==> config.mk <==
export PLATFORM = sky130hd
export DESIGN_NAME = accumulator_alu
export DESIGN_NICKNAME = d
export VERILOG_FILES = /design/src/rtl/accumulator_alu.sv
export SDC_FILE = /design/constraint.sdc
export NUM_CORES = 1
export LEC_CHECK = 0
export CAP_MARGIN = 10
export CORE_ASPECT_RATIO = 0.6
export CORE_MARGIN = 10
export CORE_UTILIZATION = 25
export CTS_CLUSTER_DIAMETER = 80
export DETAILED_ROUTE_END_ITERATION = 6
export GPL_TIMING_DRIVEN = 0
export SETUP_SLACK_MARGIN = 0.1
export SKIP_LAST_GASP = 1
export SYNTH_ARGS = -nofsm -noshare
export SYNTH_HDL_FRONTEND = slang
export SYNTH_SLANG_ARGS = --single-unit
==> constraint.sdc <==
create_clock -name clk -period 7.9 [get_ports clk]
set_clock_uncertainty 0.05 [all_clocks]
set_input_delay 1.58 -clock clk [delete_from_list [all_inputs] [get_ports clk]]
set_output_delay 1.58 -clock clk [all_outputs]
set_load 0.01 [all_outputs]
==> src/rtl/accumulator_alu.sv <==
// Accumulator A, operand register B, output register and flag register
// around an add/subtract ALU sitting on a shared single-bus datapath.
module accumulator_alu #(
    parameter int unsigned WIDTH = 8
) (
    input  logic             clk,
    input  logic             rst,
    input  logic [WIDTH-1:0] bus_in,
    input  logic             la,
    input  logic             lb,
    input  logic             ea,
    input  logic             eu,
    input  logic             su,
    input  logic             inc,
    input  logic             dec,
    input  logic             lo,
    input  logic             hlt,
    output logic [WIDTH-1:0] bus_out,
    output logic             bus_drive,
    output logic [WIDTH-1:0] out_data,
    output logic [1:0]       flagReg,
    output logic             conflict
);

    localparam int unsigned RW = WIDTH + 1;

    logic [WIDTH-1:0] a;
    logic [WIDTH-1:0] b;
    logic [WIDTH:0]   alu_res;
    logic [WIDTH-1:0] a_plus;
    logic [WIDTH-1:0] a_minus;
    logic             do_inc;
    logic             do_dec;
    logic             flag_we;
    logic [1:0]       flag_nxt;
    logic             bad_ctrl;

    // Subtraction is A + ~B + 1, so carry-out doubles as "no borrow"
    assign alu_res = {1'b0, a} + {1'b0, (su ? ~b : b)} + RW'(su);
    assign a_plus  = a + WIDTH'(1);
    assign a_minus = a - WIDTH'(1);

    // In-place inc/dec only when unambiguous and not overridden by a load
    assign do_inc   = inc & ~dec & ~la;
    assign do_dec   = dec & ~inc & ~la;
    assign bad_ctrl = (eu & ea) | (inc & dec) | (la & (inc | dec));

    // Flag source select: inc/dec outranks an ALU commit on the same edge
    always_comb begin
        flag_we  = 1'b0;
        flag_nxt = flagReg;
        if (do_inc) begin
            flag_we  = 1'b1;
            flag_nxt = {(a == '1), (a_plus == '0)};
        end else if (do_dec) begin
            flag_we  = 1'b1;
            flag_nxt = {(a != '0), (a_minus == '0)};
        end else if (eu) begin
            flag_we  = 1'b1;
            flag_nxt = {alu_res[WIDTH], (alu_res[WIDTH-1:0] == '0)};
        end
    end

    // Bus driver: ALU result has priority over the accumulator
    always_comb begin
        bus_out   = '0;
        bus_drive = 1'b0;
        if (eu) begin
            bus_out   = alu_res[WIDTH-1:0];
            bus_drive = 1'b1;
        end else if (ea) begin
            bus_out   = a;
            bus_drive = 1'b1;
        end
    end

    // Accumulator register
    always_ff @(posedge clk or posedge rst) begin
        if (rst) begin
            a <= '0;
        end else if (!hlt) begin
            if (la) begin
                a <= bus_in;
            end else if (do_inc) begin
                a <= a_plus;
            end else if (do_dec) begin
                a <= a_minus;
            end
        end
    end

    // B operand and output registers
    always_ff @(posedge clk or posedge rst) begin
        if (rst) begin
            b        <= '0;
            out_data <= '0;
        end else if (!hlt) begin
            if (lb) begin
                b <= bus_in;
            end
            if (lo) begin
                out_data <= bus_in;
            end
        end
    end

    // Flags and sticky illegal-control indicator
    always_ff @(posedge clk or posedge rst) begin
        if (rst) begin
            flagReg  <= 2'b00;
            conflict <= 1'b0;
        end else if (!hlt) begin
            if (flag_we) begin
                flagReg <= flag_nxt;
            end
            if (bad_ctrl) begin
                conflict <= 1'b1;
            end
        end
    end

endmodule

After elaboration in Yosys (flattened, before gate mapping)

Cells that the tools add are included.

Register bits: 27
Input port bits: 19
Output and inout port bits: 20
Logic and storage cells: 50

$add $sub $neg: 4
Equality and inequality tests: 1
Muxes and demuxes: 14
Bitwise gates (word level): 15
Reduce and logical (&&, ||, !) cells: 11

Operator list:

| cell                  | count |
|---|---|
| $mux W8               | 6 |
| $logic_not A8 Y1      | 3 |
| $add A8 B8 Y9         | 1 |
| $add A9 B1 Y9         | 1 |
| $add A8 B1 Y8 const B | 1 |
| $eq A8 B8 Y1 const B  | 1 |
| $not A8 Y8            | 1 |
| $reduce_and A2 Y1     | 4 |
| $reduce_bool A8 Y1    | 1 |
| $sub A8 B1 Y8 const B | 1 |
| $and A1 B1 Y1         | 7 |
| $mux W2               | 3 |
| $reduce_bool A3 Y1    | 2 |
| $mux W1               | 5 |
| $not A1 Y1            | 4 |
| $or A1 B1 Y1          | 3 |
| $reduce_and A3 Y1     | 1 |

Depth between registers and ports, before layout

Depth in word-level cells: 8
Gate-level depth with buffers: 10

Least setup slack after synthesis

OpenSTA, ideal clock, no wires.

Path type: input to output
Start: in su
End: out bus_out[6]
Arrival time: 3,252 ps
Data required time: 6,270 ps
Path slack: 3,018 ps
Stages: 9
Buffers on the path: 1
Path through: buf_2 mux2i_1 inv_1 fa_1 and3_1 o21ai_1 a21oi_1 a211oi_1 a22o_1

Longest elaborated chain between the ends: 4

RTL lines:

| what            | line | text |
|---|---|---|
| from (decl)     | 13   | `input logic su,` |
| $mux W8         | 39   | `assign alu_res = {1'b0, a} + {1'b0, (su ? ~b : b)} + RW'(su);` |
| $add A8 B8 Y9   | 39   |  |
| $add A9 B1 Y9 * | 39   |  |
| $mux W8 *       | 68   | `if (eu) begin` |
| to (decl)       | 18   | `output logic [WIDTH-1:0] bus_out,` |

Mark *: on every way between the ends. The rest lies on a longest branch, timed or not.

Worst setup path in the final report

Ends and elaborated chain as after synthesis.

==> out/results.ini <==
[yosys]
netlist-cell-type-count = 47
synth_edf_count = 0
synthArstFlopShare_pct = 100
seq_area_frac_synth_pct = 30.5
yosysWarnings = 0
synth_ff_type = dfrtp_1
syn_nets = 291
synth_area_leaders = dfrtp_1, mux2_1, ha_1
synthCells = 259
synth_area_per_cell_sq_um = 8.57
synth_largest_area_cell = dfrtp_1
synth.top_cell.area_share_pct = 30.5
synth_seq_cells = 27
syn_area_sq_um = 2220

[setup_path]
cp-start-kind = primary input
endpoint_kind = primary output
ff2ff_path_depth = 9
worstPathRequired_ns = 6.27
crit_end = bus_out[6]
critical_path_class = in2out
cp.arrival_ns = 4.16
r2r-end = flagReg[0]
r2r_start = b[0]
critical_path.startpoint = su
critical_path.max_fanout = 8
r2r_setup_slack_ns = 5.16

[grt]
antenna_found_initial = 0
gr-total-overflow = 0
gr-usage-met3_pct = 2.35
grt_pass1_vias = 2056
grt_pass1_wl_um = 10900
grt_max_degree = 28
top_usage_layer = met1
met1_usage_pct = 15.7
use_met2_pct = 14.0
grt_util_all_layers_pct = 10.1

[sta]
grt_setup_unrepaired = false
finalCriticalPeriod_ns = 5.79
final-setup-viol-count = 0
relSlewSlack_pct = 30.2
drv_slew = 0
worst_pin_slew_ns = 1.05
fin_crit_sh_pct = 73.3
hold_viol = 0
max_freq_mhz = 173
fin_tns_setup_ns = 0

[die]
fp.dieArea_sq_um = 13200
die_h_um = 93.0
chipWidth_um = 142
core_area_sq_um = 8590
start_util_pct = 25.8
fp-row-count = 26
ios = 39

[clock_tree]
cts_inserted_buffers = 3
clk_path_buf_depth = 2
cts_resized = 0
cts-root-buf = clkbuf_16
clkLatencyLatePin_ns = 0.26
post_cts_buffers = 0
cts.clk_slew.worst_paths_ns = 0.07
htree_levels = 1
postCtsHoldBufs = 0
clock_sinks = 27
cts_tree = done

[drt]
drt_iter0_drc = 246
wire_per_inst_um = 16.6
vias = 2137
drtPass1Iterations = 5
vias_per_cell = 5.20
postRouteAntennaNets = 0
route.detailed.drc = 0
wl_um = 6820

[pwr]
ir_worst_vdd_uv = 105
cellPowerDensity_nw_per_um2 = 239
p_total_mw = 0.668
p_leak_nw = 1.11

[final_layout]
areaGrowthSynthToFinish_pct = 26.2
drive_gt1_share_pct = 5.02
layout.cells.most_common = clkdlybuf4s50_1
regArea_sq_um = 676
layout_common_cells = clkdlybuf4s50_1, dfrtp_1, nor2_1
nets = 332
insertedDiodeCount = 0
fill_cells = 916
multiInputGateArea_sq_um = 1430

[placement]
dpl.hpwl_um = 5630
place.port_buffers = 36
place_congestion = 0.939

[status]
status = complete, no violations

[flow_run]
drv_cap = 0

[hold_path]
hold_class = reg2reg

[routing by layer]
| metal | part of all wire [%] | wire length, um | up-vias |
|---|---|---|---|
| met3 | 11 | 762 | 2 |
| li1 | - | - | 1017 |
| met2 | 39 | 2640 | 87 |
| met5 | 0 | 0 | - |
| met4 | 0.54 | 37 | 0 |
| met1 | 50 | 3390 | 1031 |
[state kept, by name, indices dropped and copies added, names as in the netlist]
name      cells
a             8
b             8
out_data      8
flagReg       2
conflict      1
[layout make-up]
| type | count | area share, % |
|---|---|---|
| Sequential cell | 27 | 24.1 |
| Buffer | 19 | 3.22 |
| Multi-Input combinational cell | 206 | 51.0 |
| Inverter | 7 | 0.939 |
| Clock inverter | 1 | 0.179 |
| Clock buffer | 3 | 2.68 |
| Tap cell | 112 | 5.01 |
| Timing Repair Buffer | 36 | 12.9 |
[how the worst min path moves through the flow]
stage	startpoint	slack (ns)	endpoint	depth (start not counted)
final	conflict	0.44	conflict	1
after detailed placement	conflict	0.42	conflict	1
after CTS	conflict	0.44	conflict	1
after global routing	out_data[0]	0.46	out_data[0]	1
after floorplan	b[5]	0.43	b[5]	1
after global placement	conflict	0.42	conflict	1
[stage by stage]
step                cells  hold WS, ns  worst slack, ns  cell area, sq um  utilization [%]
finish                411        0.438             2.11              2800             32.6
global route          411        0.461             1.97              2800             32.6
CTS                   411        0.444             2.12              2800             32.6
detailed placement    407        0.424             2.13              2720             31.7
global placement      407        0.416             2.21              2720             31.7
floorplan             259        0.428             3.02              2220                -
[power breakdown]
group | internal [mW] | leakage [nW] | switching, mW
Combinational | 0.166 | 0.747 | 0.195
Sequential | 0.161 | 0.318 | 0.0294
Clock | 0.0683 | 0.0409 | 0.0478
Total | 0.395 | 1.11 | 0.273
[cells by family after synthesis]
| group | synth area share (%) |
|---|---|
| multiplexers | 10.4 |
| buffers and inverters | 5.25 |
| AND/OR/NAND/NOR | 19.4 |
| XOR/XNOR | 6.71 |
| AO/OA/AOI/OAI | 19.6 |
| adder cells (fa/ha/maj) | 8.12 |
| flip-flops | 30.5 |
[worst max-delay path, cell delays in order]
cell and delay (ns):
buf_2 0.17, mux2i_1 0.27, inv_1 0.09, fa_1 0.40, and3_1 0.17, o21ai_1 0.22
a21oi_1 0.16, a211oi_1 0.33, a22o_1 0.23, clkdlybuf4s50_1 0.54
[cell usage after synthesis, drive strengths merged, types with 6 or more instances]
library cell	n
nand3	9
nand2	17
a31oi	6
ha	12
xor2	11
mux2	17
xnor2	6
nor3	14
o21ai	24
buf	7
dfrtp	27
a21oi	15
clkbuf	12
inv	7
nor2	18
Note: power is estimated with default switching activity, not from simulation.
